### src/rtl/seg7_scan_driver_if.sv
// Bundle of the value/control inputs and display outputs of the
// seven-segment scan driver.
interface seg7_scan_driver_if;
   logic [15:0] value;        // four hex nibbles, nibble d -> digit d
   logic        load;         // strobe: capture value for the next frame
   logic [3:0]  blank;        // per-digit force-dark
   logic        lzb;          // leading-zero blanking enable
   logic [0:6]  SSeg;         // segments a..g, active-low
   logic [3:0]  an;           // anodes, active-low, one-hot-low
   logic        frame_start;  // pulse when digit 0 becomes active

   modport master (
      output value, load, blank, lzb,
      input  SSeg, an, frame_start
   );

   modport slave (
      input  value, load, blank, lzb,
      output SSeg, an, frame_start
   );
endinterface

### src/rtl/seg7_scan_driver.sv
// Time-multiplexed four-digit seven-segment driver. A value is double
// buffered: loads land in a pending register and are promoted to the
// displayed register only at the frame boundary (digit 3 -> digit 0), so
// a frame never mixes nibbles of two different values.
module seg7_scan_driver #(
   parameter int REFRESH_DIV = 50000,
   parameter int CNT_W       = 16
) (
   input  logic                clk,
   input  logic                rst,
   seg7_scan_driver_if.slave   bus
);

   logic [CNT_W-1:0] cnt_q, cnt_d;
   logic [1:0]       sel_q, sel_d;
   logic [15:0]      active_q, active_d;
   logic [15:0]      pend_q, pend_d;
   logic             pend_vld_q, pend_vld_d;
   logic [3:0]       an_q, an_d;
   logic [0:6]       sseg_q, sseg_d;
   logic             fs_q, fs_d;

   logic             tick, swap, lz_blank, dig_blank;
   logic [3:0]       nib;

   // Hex nibble to abcdefg, active-low (index 0 = segment a).
   function automatic logic [0:6] hex2seg(input logic [3:0] h);
      case (h)
         4'h0: hex2seg = 7'b0000001;
         4'h1: hex2seg = 7'b1001111;
         4'h2: hex2seg = 7'b0010010;
         4'h3: hex2seg = 7'b0000110;
         4'h4: hex2seg = 7'b1001100;
         4'h5: hex2seg = 7'b0100100;
         4'h6: hex2seg = 7'b0100000;
         4'h7: hex2seg = 7'b0001111;
         4'h8: hex2seg = 7'b0000000;
         4'h9: hex2seg = 7'b0000100;
         4'hA: hex2seg = 7'b0001000;
         4'hB: hex2seg = 7'b1100000;
         4'hC: hex2seg = 7'b0110001;
         4'hD: hex2seg = 7'b1000010;
         4'hE: hex2seg = 7'b0110000;
         default: hex2seg = 7'b0111000;
      endcase
   endfunction

   assign tick = (cnt_q == CNT_W'(REFRESH_DIV - 1));
   assign swap = tick && (sel_q == 2'd3);

   // Next-state: prescaler, digit select, double buffer and output decode.
   always_comb begin
      cnt_d      = tick ? '0 : cnt_q + 1'b1;
      sel_d      = tick ? sel_q + 2'd1 : sel_q;
      active_d   = active_q;
      pend_d     = pend_q;
      pend_vld_d = pend_vld_q;

      if (swap) begin
         // A load coinciding with the swap bypasses the pending register.
         if (bus.load) begin
            active_d   = bus.value;
         end else if (pend_vld_q) begin
            active_d   = pend_q;
         end
         pend_vld_d = 1'b0;
      end else if (bus.load) begin
         pend_d     = bus.value;
         pend_vld_d = 1'b1;
      end

      // Leading-zero test uses the post-swap value so digit 0's frame is
      // consistent with the nibbles that follow.
      case (sel_d)
         2'd1:    lz_blank = bus.lzb && (active_d[15:4]  == 12'd0);
         2'd2:    lz_blank = bus.lzb && (active_d[15:8]  == 8'd0);
         2'd3:    lz_blank = bus.lzb && (active_d[15:12] == 4'd0);
         default: lz_blank = 1'b0;
      endcase
      dig_blank = bus.blank[sel_d] || lz_blank;
      nib       = active_d[{sel_d, 2'b00} +: 4];

      an_d   = an_q;
      sseg_d = sseg_q;
      if (tick) begin
         an_d   = ~(4'b0001 << sel_d);
         sseg_d = dig_blank ? 7'b1111111 : hex2seg(nib);
      end
      fs_d = swap;
   end

   // State registers; reset dominates and discards any pending load.
   always_ff @(posedge clk) begin
      if (rst) begin
         cnt_q      <= '0;
         sel_q      <= 2'd3;
         active_q   <= '0;
         pend_q     <= '0;
         pend_vld_q <= 1'b0;
         an_q       <= 4'b1111;
         sseg_q     <= 7'b1111111;
         fs_q       <= 1'b0;
      end else begin
         cnt_q      <= cnt_d;
         sel_q      <= sel_d;
         active_q   <= active_d;
         pend_q     <= pend_d;
         pend_vld_q <= pend_vld_d;
         an_q       <= an_d;
         sseg_q     <= sseg_d;
         fs_q       <= fs_d;
      end
   end

   assign bus.an          = an_q;
   assign bus.SSeg        = sseg_q;
   assign bus.frame_start = fs_q;

endmodule

### src/flat_wrapper.sv
// flat-port wrapper written by rule: the top's interface ports become plain ports
module seg7_scan_driver_flat 
#(
   parameter int REFRESH_DIV = 50000,
   parameter int CNT_W       = 16
)
  (clk, rst, bus_value, bus_load, bus_blank, bus_lzb, bus_SSeg, bus_an, bus_frame_start);
  seg7_scan_driver_if bus_i ();
  input  logic clk;
  input  logic rst;
  input wire logic [$bits(bus_i.value)-1:0] bus_value;
  input wire logic [$bits(bus_i.load)-1:0] bus_load;
  input wire logic [$bits(bus_i.blank)-1:0] bus_blank;
  input wire logic [$bits(bus_i.lzb)-1:0] bus_lzb;
  output wire logic [$bits(bus_i.SSeg)-1:0] bus_SSeg;
  output wire logic [$bits(bus_i.an)-1:0] bus_an;
  output wire logic [$bits(bus_i.frame_start)-1:0] bus_frame_start;
  assign bus_i.value = bus_value;
  assign bus_i.load = bus_load;
  assign bus_i.blank = bus_blank;
  assign bus_i.lzb = bus_lzb;
  assign bus_SSeg = bus_i.SSeg;
  assign bus_an = bus_i.an;
  assign bus_frame_start = bus_i.frame_start;
  seg7_scan_driver #(.REFRESH_DIV(REFRESH_DIV), .CNT_W(CNT_W)) u_core (.clk(clk), .rst(rst), .bus(bus_i));
endmodule
### config.mk
export PLATFORM = sky130hd
export DESIGN_NAME = seg7_scan_driver_flat
export DESIGN_NICKNAME = d
export VERILOG_FILES = /design/src/rtl/seg7_scan_driver_if.sv /design/src/rtl/seg7_scan_driver.sv /design/src/flat_wrapper.sv
export SDC_FILE = /design/constraint.sdc
export NUM_CORES = 1
export LEC_CHECK = 0
export ABC_AREA = 1
export ABC_CLOCK_PERIOD_IN_PS = 2400
export CAP_MARGIN = 5
export CORE_ASPECT_RATIO = 0.8
export CORE_MARGIN = 2
export CORE_UTILIZATION = 40
export CTS_BUF_LIST = sky130_fd_sc_hd__clkbuf_16
export DETAILED_ROUTE_END_ITERATION = 7
export HOLD_SLACK_MARGIN = 0.05
export PLACE_DENSITY_LB_ADDON = 0.05
export SLEW_MARGIN = 20
export SYNTH_ARGS = -nofsm -noshare
export SYNTH_HDL_FRONTEND = slang
export SYNTH_SLANG_ARGS = --single-unit
### constraint.sdc
create_clock -name clk -period 2.4 [get_ports clk]
set_input_delay 0.48 -clock clk [delete_from_list [all_inputs] [get_ports clk]]
set_output_delay 0.48 -clock clk [all_outputs]
set_load 0.05 [all_outputs]
==> results of run 1 <==
-- synth_stat cells --
library cell  count  area (sq um)
nor2_2            4          25.0
a31oi_1           1          6.26
or2_2             1          6.26
nor2_1           88           330
nor2_8            2          40.0
o21ai_1           1          5.00
nand3_4           1          17.5
nor4_1            1          6.26
clkinv_1          1          3.75
inv_1            46           173
a21oi_1          29           145
nand3b_1          1          7.51
inv_2             7          26.3
o22ai_1           3          18.8
o21bai_1          1          7.51
nor2_4            5          56.3
xor2_1            1          8.76
buf_8             1          15.0
dfxtp_1          63          1260
nand3_1          40           200
buf_6             1          11.3
nand2_2          17           106
nor3b_1           3          22.5
nor3_1            4          20.0
buf_2             2          10.0
ha_1              7          87.6
o21ai_0          26           130
nand4_1           2          12.5
nand3_2           2          20.0
inv_4             1          6.26
mux2i_1           1          10.0
nand2_4           7          78.8
nand2_1         210           788
clkbuf_1         10          37.5
-- power by group through the flow --
stage               Clock (mW)  Combinational, mW  Sequential [mW]
CTS                       1.14              0.173             1.08
finish                    1.11              0.180             1.08
global placement             0              0.169             1.10
detailed placement           0              0.171             1.10
global route              1.18              0.204             1.08
floorplan                    0             0.0876             1.10
-- kinds of logic (layout without fill, tap and decap cells) --
kind of cell,after synthesis,count (layout),share of synthesized area (%)
flops,63,63,34.1
simple gates,388,390,47.0
xor+xnor,1,1,0.237
mux,1,1,0.270
fa+ha+maj,7,7,2.37
compound gates,61,61,8.45
buf+inv,69,171,7.64
-- metal layers --
metal	track usage [%]	vias up	wire length, microns
met1	29.3	1703	5030
li1	-	2059	-
met4	6.79	0	152
met5	0	-	0
met3	4.92	13	474
met2	34.0	76	4750
-- registers in the layout, summed over array words and instances, names as in the netlist --
name	count
u_core.active_q	16
u_core.sel_q	2
u_core.cnt_q	16
u_core.bus.SSeg	7
u_core.pend_q	16
u_core.bus.an	4
u_core.pend_vld_q	1
u_core.bus.frame_start	1
-- worst paths after layout --
kind	depth (start not counted)	to	slack [ps]
hold / removal	2	u_core.pend_q[15]	450
setup / recovery	17	u_core.bus.SSeg[4]	50
hold reg to reg	2	u_core.pend_q[15]	450
setup reg to reg	17	u_core.bus.SSeg[4]	50
-- final cells by class --
| type | count | area [sq um] | area share (%) |
|---|---|---|---|
| clock buffer | 9 | 225 | 4.26 |
| sequential | 63 | 1270 | 24.1 |
| inverter | 55 | 218 | 4.12 |
| clock inverter | 4 | 17.5 | 0.331 |
| tap | 115 | 144 | 2.72 |
| multi-input combinational | 460 | 2500 | 47.3 |
| timing repair buffer | 103 | 907 | 17.2 |
-- timing repair --
action                     in CTS  in global routing
setup buffers                   7                  4
gates cloned                    1                  1
setup endpoints to repair       7                  7
pin swaps                       8                 39
gates resized for setup        16                 87
hold buffers                    0                  0
-- metrics by stage --
step | power [mW] | hold WS (ps) | instance area (sq um) | worst slack [ps]
3_5_place_dp | 1.28 | 440 | 4560 | -325
6_report | 2.38 | 447 | 5290 | 45.1
2_1_floorplan | 1.19 | 418 | 3700 | 128
4_1_cts | 2.40 | 447 | 4930 | -8.43
5_1_grt | 2.47 | 467 | 5290 | -82.1
3_3_place_gp | 1.27 | 438 | 4560 | -284
-- worst reg2reg max path: cells and delay by family (launching register included) --
| kind | cells | cell delay, ps |
|---|---|---|
| adder cells (fa/ha/maj) | 2 | 350 |
| AND/OR/NAND/NOR | 11 | 1110 |
| AO/OA/AOI/OAI | 2 | 300 |
| buffers and inverters | 2 | 180 |
| flip-flops | 1 | 350 |
==> impl_metrics.ini, run 1 <==
[outcome]
outcome = completed

[logic_synthesis]
seq_area_frac_synth_pct = 34.1
netlist_area_sq_um = 3700
syn_nets = 621
ys_ff_latch = 63
syn_inst = 590
yosys_warnings = 0
synth.distinct_cells = 34
syn_avg_cell_area_sq_um = 6.27

[worst_setup_path]
arrival_ps = 2620
path_class = reg2reg
crit_top_cell = nand2_4
cp_top_family = simple AND/OR/NAND/NOR gates
slowest_stage = dfxtp_2
critPathLaunch = u_core.cnt_q[0]
max_stage_delay_ps = 350
cp_data_required_time_ps = 2670
endpoint_kind = flip-flop
cp-start-kind = flip-flop
crit_buf_inv = 2
crit_fanout = 5
rr_startpoint = u_core.cnt_q[0]
crit_chain = ha_4 -> nand3_4 -> nor2_4 -> nand2_4 -> nand2_4 -> nand2_8 -> buf_6 -> nand2_4 -> inv_4 -> nand2_2 -> nand2_2 -> nor2_4 -> ha_4 -> nand3_2 -> o21bai_1 -> nor2_1 -> a21oi_2

[detailed_routing]
drtIter0Drc = 229
antenna_left = 0
vias = 3851
first_pass_iters = 4
via_per_inst = 4.76
drc = 0
drt-total-wl_mm = 10.4
avgRoutedWirePerCell_microns = 12.9

[floorplan]
core_area_sq_um = 9040
die_w_microns = 112
die_area_sq_um = 10000
initial_core_util_pct = 41.0
ios = 36
num_rows = 31
fp.dieH_microns = 90.0

[grt]
grt_pass1_vias = 3711
grt_max_degree = 19
grt_pass1_wl_mm = 17.5
antenna_found_initial = 0
grt_usage_pct = 21.5
grt_overflow_total = 0

[sta]
worstMarginPinSlew_ps = 500
fin_setup_tns_ps = 0
rsz0062_at_grt = true
fin_crit_ps = 2350
finalHoldViolations = 0
setup_viol = 0
max_clock_freq_mhz = 425
max_slew_margin_pct = 66.6
min_period_over_period_pct = 98.1
skew_ps = 3.61
maxSlewViolCount = 0

[placed_design]
gp_congestion = 0.912
dp.cells = 783
dp_hpwl_mm = 7.70
portBuffers = 35

[run]
cap_violations = 0

[worst_hold_path]
hold_class = reg2reg
hp-start = u_core.pend_q[15]

[pwr]
vdd_ir_drop_max_mv = 0.456
seq_power_share_pct = 45.6
power_density_nw_per_um2 = 450
power.leakage_nw = 2.36
power_frac_comb_pct = 7.6
switching_power_mw = 0.552
swShare_pct = 23.2
p_clk_share_pct = 46.9
p_int_mw = 1.82

[clock_network]
cts_sinks = 63
clk_latency_ps = 330
htree_levels = 3
cts-root-buf = clkbuf_16
path_clk_slew_ps = 50
clock_path_buffers = 2
numCtsBuffers = 9
cts_tree = yes

[cells_and_area]
final_common_cell = nand2_1
n_antenna_cell = 0
nets = 723
fin_cells = 809
fillCellCount = 895
layout_common_cells = nand2_1, nor2_1, buf_4
fin_util_pct = 58.5
syn2layout_area_growth_pct = 42.8
drive_gt1_share_pct = 28.7
Power figures use the tool's default switching activity.
==> run 2: changes to the inputs <==
- CAP_MARGIN: 5 -> 10
==> results of run 2 <==
Final layout, timing and power as in run 1 (identical DEF).
